<file path="src/rtl/id_hazard_controller.sv">
// ---------------------------------------------------------------------------
// id_hazard_controller
//
// Decode-stage sequencing controller. Every cycle it decides whether the PC
// and IF/ID register advance, stall or flush, and selects between decoded
// control and an all-zero bubble for ID/EX. A two-state stall FSM with a
// down-counter covers hazards that need more than one stall cycle.
// Saturating counters record stalled cycles and flushes.
//
// Ports
//   clock, reset            : clock, asynchronous active-high reset
//   id_rs, id_rt            : source register fields of the instruction in ID
//   id_uses_rs, id_uses_rt  : the ID instruction reads that source
//   id_is_branch            : ID holds a conditional branch resolved in ID
//   branch_taken            : decode-stage branch decision
//   ex_rd/ex_reg_write/ex_mem_read    : destination and flags of EX instr
//   mem_rd/mem_reg_write/mem_mem_read : destination and flags of MEM instr
//   ext_stall               : front-end freeze request
//   pc_write, if_id_write   : PC / IF/ID load enables
//   if_id_flush             : IF/ID clears to NOP on the next edge
//   mux_ctrl_signal_sel     : 1 = decoded control, 0 = bubble
//   stall_cycles            : saturating count of stalled cycles
//   flush_count             : saturating count of flushes
//   busy                    : FSM is in STALL
// ---------------------------------------------------------------------------
module id_hazard_controller #(
  parameter int CNT_W = 16
) (
  input  logic             clock,
  input  logic             reset,
  input  logic [4:0]       id_rs,
  input  logic [4:0]       id_rt,
  input  logic             id_uses_rs,
  input  logic             id_uses_rt,
  input  logic             id_is_branch,
  input  logic             branch_taken,
  input  logic [4:0]       ex_rd,
  input  logic             ex_reg_write,
  input  logic             ex_mem_read,
  input  logic [4:0]       mem_rd,
  input  logic             mem_reg_write,
  input  logic             mem_mem_read,
  input  logic             ext_stall,
  output logic             pc_write,
  output logic             if_id_write,
  output logic             if_id_flush,
  output logic             mux_ctrl_signal_sel,
  output logic [CNT_W-1:0] stall_cycles,
  output logic [CNT_W-1:0] flush_count,
  output logic             busy
);

  typedef enum logic {
    S_RUN   = 1'b0,
    S_STALL = 1'b1
  } state_t;

  state_t     r_state;
  state_t     w_state_nxt;
  logic [1:0] r_remain;
  logic [1:0] w_remain_nxt;
  logic [1:0] w_remain_dec;
  logic [1:0] w_need;
  logic       w_ex_match;
  logic       w_mem_match;

  logic [CNT_W-1:0] r_stall_cycles;
  logic [CNT_W-1:0] r_flush_count;

  // Register 0 is hardwired, so a write to it never creates a dependency.
  function automatic logic src_match(input logic [4:0] x,
                                     input logic [4:0] rs, input logic use_rs,
                                     input logic [4:0] rt, input logic use_rt);
    return (x != 5'd0) && ((use_rs && (x == rs)) || (use_rt && (x == rt)));
  endfunction

  function automatic logic [CNT_W-1:0] sat_inc(input logic [CNT_W-1:0] c);
    return (c == {CNT_W{1'b1}}) ? c : c + CNT_W'(1);
  endfunction

  assign w_ex_match  = src_match(ex_rd,  id_rs, id_uses_rs, id_rt, id_uses_rt);
  assign w_mem_match = src_match(mem_rd, id_rs, id_uses_rs, id_rt, id_uses_rt);
  assign w_remain_dec = r_remain - 2'd1;

  // Stall cycles still needed before ID can proceed. A load in EX feeding a
  // branch needs two (the value exists only after MEM); every other listed
  // case needs one. The load-in-EX rule already dominates the others.
  always_comb begin
    w_need = 2'd0;
    if (ex_mem_read && ex_reg_write && w_ex_match)
      w_need = id_is_branch ? 2'd2 : 2'd1;
    else if (id_is_branch &&
             ((ex_reg_write && !ex_mem_read && w_ex_match) ||
              (mem_mem_read && mem_reg_write && w_mem_match)))
      w_need = 2'd1;
  end

  // Outputs and next state. Priority: reset, external freeze, STALL, RUN.
  // A hazard wins over a taken branch; the branch is re-evaluated later.
  always_comb begin
    pc_write            = 1'b1;
    if_id_write         = 1'b1;
    if_id_flush         = 1'b0;
    mux_ctrl_signal_sel = 1'b1;
    w_state_nxt         = r_state;
    w_remain_nxt        = r_remain;
    if (reset) begin
      pc_write            = 1'b0;
      if_id_write         = 1'b0;
      mux_ctrl_signal_sel = 1'b0;
    end else if (ext_stall) begin
      // Freeze: stall pattern, FSM and remain hold.
      pc_write            = 1'b0;
      if_id_write         = 1'b0;
      mux_ctrl_signal_sel = 1'b0;
    end else if (r_state == S_STALL) begin
      pc_write            = 1'b0;
      if_id_write         = 1'b0;
      mux_ctrl_signal_sel = 1'b0;
      w_remain_nxt        = w_remain_dec;
      if (w_remain_dec == 2'd0)
        w_state_nxt = S_RUN;
    end else if (w_need != 2'd0) begin
      pc_write            = 1'b0;
      if_id_write         = 1'b0;
      mux_ctrl_signal_sel = 1'b0;
      if (w_need == 2'd2) begin
        w_state_nxt  = S_STALL;
        w_remain_nxt = 2'd1;
      end
    end else if (branch_taken) begin
      if_id_flush = 1'b1;
    end
  end

  always_ff @(posedge clock or posedge reset) begin
    if (reset) begin
      r_state  <= S_RUN;
      r_remain <= 2'd0;
    end else begin
      r_state  <= w_state_nxt;
      r_remain <= w_remain_nxt;
    end
  end

  always_ff @(posedge clock or posedge reset) begin
    if (reset) begin
      r_stall_cycles <= '0;
      r_flush_count  <= '0;
    end else begin
      if (!pc_write)
        r_stall_cycles <= sat_inc(r_stall_cycles);
      if (if_id_flush)
        r_flush_count <= sat_inc(r_flush_count);
    end
  end

  assign stall_cycles = r_stall_cycles;
  assign flush_count  = r_flush_count;
  assign busy         = (r_state == S_STALL);

endmodule

</file>
<file path="config.mk">
export PLATFORM = sky130hd
export DESIGN_NAME = id_hazard_controller
export DESIGN_NICKNAME = d
export VERILOG_FILES = /design/src/rtl/id_hazard_controller.sv
export SDC_FILE = /design/constraint.sdc
export NUM_CORES = 1
export LEC_CHECK = 0
export ABC_AREA = 1
export BUFFER_PORTS_ARGS = -buffer_cell sky130_fd_sc_hd__buf_2
export CELL_PAD_IN_SITES_DETAIL_PLACEMENT = 1
export CELL_PAD_IN_SITES_GLOBAL_PLACEMENT = 1
export CORE_MARGIN = 4
export CORE_UTILIZATION = 33
export CTS_CLUSTER_SIZE = 16
export DETAILED_ROUTE_END_ITERATION = 6
export PLACE_DENSITY = 0.87
export SLEW_MARGIN = 20
export SYNTH_ARGS = -nofsm -noshare
export SYNTH_HDL_FRONTEND = slang
export SYNTH_SLANG_ARGS = --single-unit
</file>
<file path="constraint.sdc">
create_clock -name clock -period 1.9 [get_ports clock]
set_clock_uncertainty 0.1 [all_clocks]
set_input_delay 0.19 -clock clock [delete_from_list [all_inputs] [get_ports clock]]
set_output_delay 0.19 -clock clock [all_outputs]
set_load 0.05 [all_outputs]
</file>
==> results of run 1 <==
layer usage:
| metal | vias to the layer above | wire [µm] |
|---|---|---|
| met1 | 1389 | 4000 |
| li1 | 1387 | - |
| met2 | 100 | 4298 |
| met5 | - | 0 |
| met3 | 28 | 486 |
| met4 | 0 | 267 |
repair_timing:
| item | in CTS | in global routing |
|---|---|---|
| setup endpoints to repair | 0 | 21 |
| endpoints found under the hold margin | 35 | 0 |
| setup buffers | 0 | 7 |
| hold buffers | 1 | 0 |
| gates resized for setup | 0 | 27 |
registers in the layout (all words and copies together) (netlist names):
signal and cells:
busy 1, flush_count 16, r_remain 2, stall_cycles 16
cells by family (layout without fill, tap and decap cells):
kind of cell,Yosys count,count (layout),synth area share (%)
and+or+nand+nor,239,239,41.58
AOI/OAI and AO/OA,15,15,3.846
adders and majority gates,3,3,1.461
DFF,35,35,34.08
buffers and inverters,56,149,9.153
xor gates and xnor gates,29,29,9.883
power by group through the flow:
stage	clock network, mW	logic, mW	registers, mW
finish	0.628	1.43	1.07
global placement	0	1.21	1.07
CTS	0.628	1.26	1.07
floorplan	0	0.525	1.44
detailed placement	0	1.26	1.08
global route	0.670	1.55	1.08
path summary, 6_finish.rpt:
kind / start / cells after the start / end / slack [ns]
setup / recovery: stall_cycles[5] / 9 / stall_cycles[8] / -0.05
hold / removal: id_is_branch / 3 / busy / 0.13
setup reg to reg: stall_cycles[5] / 9 / stall_cycles[8] / -0.05
hold reg to reg: stall_cycles[13] / 2 / stall_cycles[13] / 0.44
max in group asynchronous: reset / 4 / stall_cycles[7] / 0.86
min in group asynchronous: reset / 4 / stall_cycles[10] / 0.47
synthesized netlist by cell type, types with 2 or more instances:
cell and instances:
buf_4 3, nand4_4 2, inv_1 41, dfrtp_1 35
inv_2 4, o21ai_2 4, nand4_1 21, nand2_1 138
nor4_1 3, clkbuf_1 2, xor2_1 19, o21ai_0 6
ha_1 3, nor2_1 37, nor3_1 7, buf_2 5
nand3_1 27, nand3b_1 2, xnor2_1 10
through the flow:
stage               hold WS, ns  instance area [µm²]  power (mW)  utilization (%)  instances
floorplan                0.2432                 2634       1.967                -        377
global placement         0.2468                 3164       2.279            42.71        550
CTS                      0.1204                 3274       2.958            44.20        559
detailed placement       0.2564                 3164       2.339            42.71        550
finish                   0.1334                 3467       3.133            46.80        569
global route             0.1464                 3467       3.303            46.80        569
final cells by class:
class                   count  area [µm²]  area share [%]
multi-input cells         286        1555           44.86
flip-flops and latches     35       894.6           25.80
repair buffers             96       624.3           18.01
inverters                  45       168.9           4.872
well taps                  99       123.9           3.573
clock buffers               8       100.1           2.887
worst min-delay path, delay by kind of cell:
kind / cells / cell delay (ns)
and+or+nand+nor: 1 / 0.10
buffers and inverters: 1 / 0.12
AOI/OAI and AO/OA: 1 / 0.07
==> impl_metrics.json, run 1 <==
{
  "status": "finished, violations left",
  "violations": "setup timing",
  "grt_pass1_vias": 2903,
  "synth_top_area_share_pct": 34.08,
  "dieArea_um2": 9264,
  "wire_per_inst_um": 15.91,
  "num_rows": 31,
  "met3_usage_pct": 3.362,
  "synthArstFlopShare_pct": 100.0,
  "hold_viol_final": 0,
  "antennaDiodeCount": 0,
  "ys_seq_elements": 35,
  "antenna_found_initial": 0,
  "min_period_ns": 1.945,
  "drv_slew": 0,
  "fillers": 980,
  "cts_made_buffers": 5,
  "p_comb_share_pct": 45.7,
  "vias_per_cell": 5.104,
  "ys_seq_area_share_pct": 34.08,
  "synth_edf_count": 0,
  "p_sw_share_pct": 44.64,
  "dp_hpwl_um": 6097,
  "grt_max_degree": 36,
  "endpoint_kind": "flip-flop",
  "hold_class": "in2reg",
  "insertion_delay_ns": 0.30,
  "die_h_um": 96.25,
  "slowest_stage": "dfrtp_2",
  "vdd_drop_max_mv": 0.3205,
  "p_leak_nw": 1.901,
  "arrival_ns": 2.07,
  "area_delta_synth_final_pct": 34.91,
  "start_util_pct": 34.69,
  "maxCapViolations": 0,
  "ys_warn_count": 0,
  "cp_max_fo": 5,
  "htree_levels": 2,
  "busiest_layer": "met2",
  "dr.pass1.iters": 4,
  "required_ns": 2.03,
  "setup_tns_ns": -0.2236,
  "portBuffers": 67,
  "cp-start-kind": "flip-flop",
  "path_cells": "nand2_1, nor2_2, nand2_2, nor3_2, nand4_1, nand2_4, clkbuf_16, nand2_2, nand2_1",
  "p_per_area_nw_per_um2": 903.5,
  "crit_buf_inv": 1,
  "critPathKind": "reg2reg",
  "cts_tree": "yes",
  "clkSlewWorstSetupHoldPaths_ns": 0.08,
  "drtAntennaViolNets": 0,
  "rsz0062_at_grt": "true",
  "synth.area.top_cells": "dfrtp_1 34%, nand2_1 20%, xor2_1 6.5%",
  "totalWireLength_um": 9052,
  "synth_cell_types": 27,
  "root_buffer": "clkbuf_8",
  "overflow": 0,
  "clock-sinks": 35,
  "coreArea_um2": 7408,
  "setup_ws_ns": -0.04504,
  "drt_iter0_drc": 185,
  "cts.path.max_buffers": 2,
  "drive_gt1_share_pct": 32.13,
  "internal_power_mw": 1.734,
  "syn_area_um2": 2570,
  "critical_path.max_stage_delay_ns": 0.44,
  "seqPwrFrac_pct": 34.2,
  "fp.dieW_um": 96.25,
  "num_vias": 2904,
  "fin_crit_sh_pct": 102.4,
  "synth_cells": 377,
  "drc_errors": 0,
  "track_usage_pct": 18.71,
  "slew_headroom_pct": 68.73,
  "fmax_mhz": 514.1,
  "finalWeightedCongestion": 0.8628,
  "cp_top_family": "simple AND/OR/NAND/NOR gates",
  "tightest_slew_ns": 0.4690,
  "netSwitchingPower_mw": 1.398,
  "setup_viol": 12,
  "ys.flop_type": "dfrtp_1",
  "final_cell_mix": "127 x nand2_1, 63 x buf_2, 39 x inv_1, 34 x nor2_1, 26 x nand3_1",
  "grt.met1_usage_pct": 22.73,
  "io_pins": 68,
  "nets": 503,
  "synth_top_cell_by_area": "dfrtp_1",
  "final_common_cell": "nand2_1",
  "avgSynthCellArea_um2": 6.817,
  "clkPwrFrac_pct": 20.0,
  "syn_nets": 411,
  "grtUsageMet2_pct": 32.37,
  "pre_cts_ws_ns": 0.02091,
  "grt_pass1_wl_um": 13680
}
Note: power is estimated with default switching activity, not from simulation.
==> run 2: changes to the inputs <==
- PLACE_DENSITY: 0.87 -> unset
- PLACE_DENSITY_LB_ADDON: unset -> 0.1
==> run 2 against run 1 <==
Via count down 5.9%. Global-route usage down 0.87 points. Cell count up 0.18%. Power down 4.3%. Maximum frequency up 10%. Clock power down 3%. Sequential cell count unchanged. Design area down 1.1%. Critical path type is now in2out. The flow now finishes without violations. Critical endpoint is now if_id_write.
==> impl_metrics.json, run 2 (synthesized netlist as in run 1, its figures left out) <==
{
  "cts_tree": "yes",
  "arrival_ns": 1.47,
  "overflow": 0,
  "fin_area_um2": 3430,
  "total_power_mw": 2.998,
  "finalWeightedCongestion": 0.8552,
  "drc_errors": 0,
  "drv_slew": 0,
  "clock-sinks": 35,
  "hold_class": "in2reg",
  "finish.utilization_pct": 46.29,
  "grt_max_degree": 36,
  "dp.cells": 558,
  "setup_tns_ns": 0,
  "p_per_area_nw_per_um2": 874.3,
  "dieArea_um2": 9264,
  "nets": 504,
  "die_h_um": 96.25,
  "antenna_found_initial": 0,
  "start_util_pct": 34.69,
  "p_leak_nw": 1.901,
  "final_common_cell": "nand2_1",
  "critical_path.max_stage_delay_ns": 0.23,
  "critPathKind": "in2out",
  "path_cells": "buf_2, inv_1, nand2_1, nand2_1, nor2_1, nand3_1, nand2_1, nand3_1, nand2_1, a21oi_2, buf_4, clkbuf_4",
  "timing.critical_path.mode_cell": "nand2_1",
  "slowest_stage": "clkbuf_4",
  "vdd_drop_max_mv": 0.7970,
  "drive_gt1_share_pct": 30.15,
  "fin_crit_sh_pct": 92.72,
  "insertion_delay_ns": 0.29,
  "antennaDiodeCount": 0,
  "rsz0062_at_grt": "true",
  "final_cell_mix": "135 x nand2_1, 63 x buf_2, 40 x inv_1, 36 x nor2_1",
  "slew_headroom_pct": 69.23,
  "fmax_mhz": 567.7,
  "whs_ns": 0.1647,
  "tightest_slew_ns": 0.4616,
  "clkSlewWorstSetupHoldPaths_ns": 0.08,
  "pre_cts_ws_ns": -0.03267,
  "wire_per_inst_um": 14.12,
  "grt_pass1_vias": 2751,
  "portBuffers": 67,
  "setup_viol": 0,
  "num_vias": 2734,
  "coreArea_um2": 7408,
  "totalWireLength_um": 8046,
  "htree_levels": 2,
  "status": "finished, final reports clean",
  "vias_per_cell": 4.796,
  "drtAntennaViolNets": 0,
  "dp_hpwl_um": 6398,
  "fp.dieW_um": 96.25,
  "required_ns": 1.61,
  "hold_viol_final": 0,
  "track_usage_pct": 17.83,
  "dr.pass1.iters": 4,
  "min_period_ns": 1.762,
  "finalNonFillerCells": 570,
  "cp-start-kind": "input port",
  "cts.path.max_buffers": 2,
  "area_delta_synth_final_pct": 33.45,
  "grt_pass1_wl_um": 12990,
  "hp-start": "ext_stall",
  "crit_start": "ex_rd[4]",
  "num_rows": 31,
  "cts_made_buffers": 5,
  "root_buffer": "clkbuf_8",
  "r2r_start": "flush_count[1]",
  "placedInstanceArea_um2": 3237,
  "io_pins": 68,
  "setup_ws_ns": 0.1384,
  "cp_max_fo": 5,
  "endpoint_kind": "primary output",
  "maxCapViolations": 0,
  "drt_iter0_drc": 61
}
-- run 2: cell types whose count changed in the layout (fill, tap and decap cells not counted), moves of 2 or more --
| cell | before | now |
|---|---|---|
| nor2_1 | 34 | 36 |
| clkbuf_16 | 2 | 0 |
| buf_4 | 23 | 26 |
| nand2_2 | 10 | 1 |
| nand2_1 | 127 | 135 |
| nor2_2 | 3 | 1 |
-- run 2: area by class of cell --
class	instances	area [µm²]
Fill cell	969	3979
Tap cell	99	123.9
Sequential cell	35	894.6
Clock buffer	7	96.34
Multi-Input combinational cell	287	1540
Inverter	45	168.9
Clock inverter	1	7.507
Timing Repair Buffer	96	598.1
-- run 2: what timing repair did --
action / 4_1_cts / 5_1_grt
gates resized for setup: 1 / 15
pin swaps: 0 / 4
buffers inserted: 0 / 2
hold buffers: 1 / 0
setup endpoints to repair: 1 / 22
hold endpoints to repair: 35 / 0
cloned: 0 / 1
-- run 2: critical path, delay by kind of cell --
family,cells,cell delay (ns)
AND/OR/NAND/NOR,7,0.53
AO/OA/AOI/OAI,1,0.14
buffers and inverters,4,0.61
-- run 2: worst paths after layout --
kind	end	slack [ns]	depth (start not counted)
worst min-delay path	busy	0.16	4
max in group asynchronous	stall_cycles[4]	0.88	4
worst max-delay path	if_id_write	0.14	12
min in group asynchronous	r_remain[0]	0.46	4
worst max register to register	flush_count[15]	0.14	7
worst min register to register	stall_cycles[5]	0.44	2
-- run 2: routing by layer --
metal | vias up | global-route usage (%) | share of wire, %
met1 | 1301 | 22.69 | 46
met5 | - | 0 | 0
met3 | 4 | 3.127 | 3.2
met4 | 0 | 3.910 | 0.78
met2 | 43 | 31.28 | 50
li1 | 1386 | - | -
-- run 2: power by group --
part | internal (mW) | total [mW] | switching [mW]
clock | 0.330 | 0.612 | 0.282
combinational | 0.441 | 1.33 | 0.889
sequential | 0.896 | 1.06 | 0.161
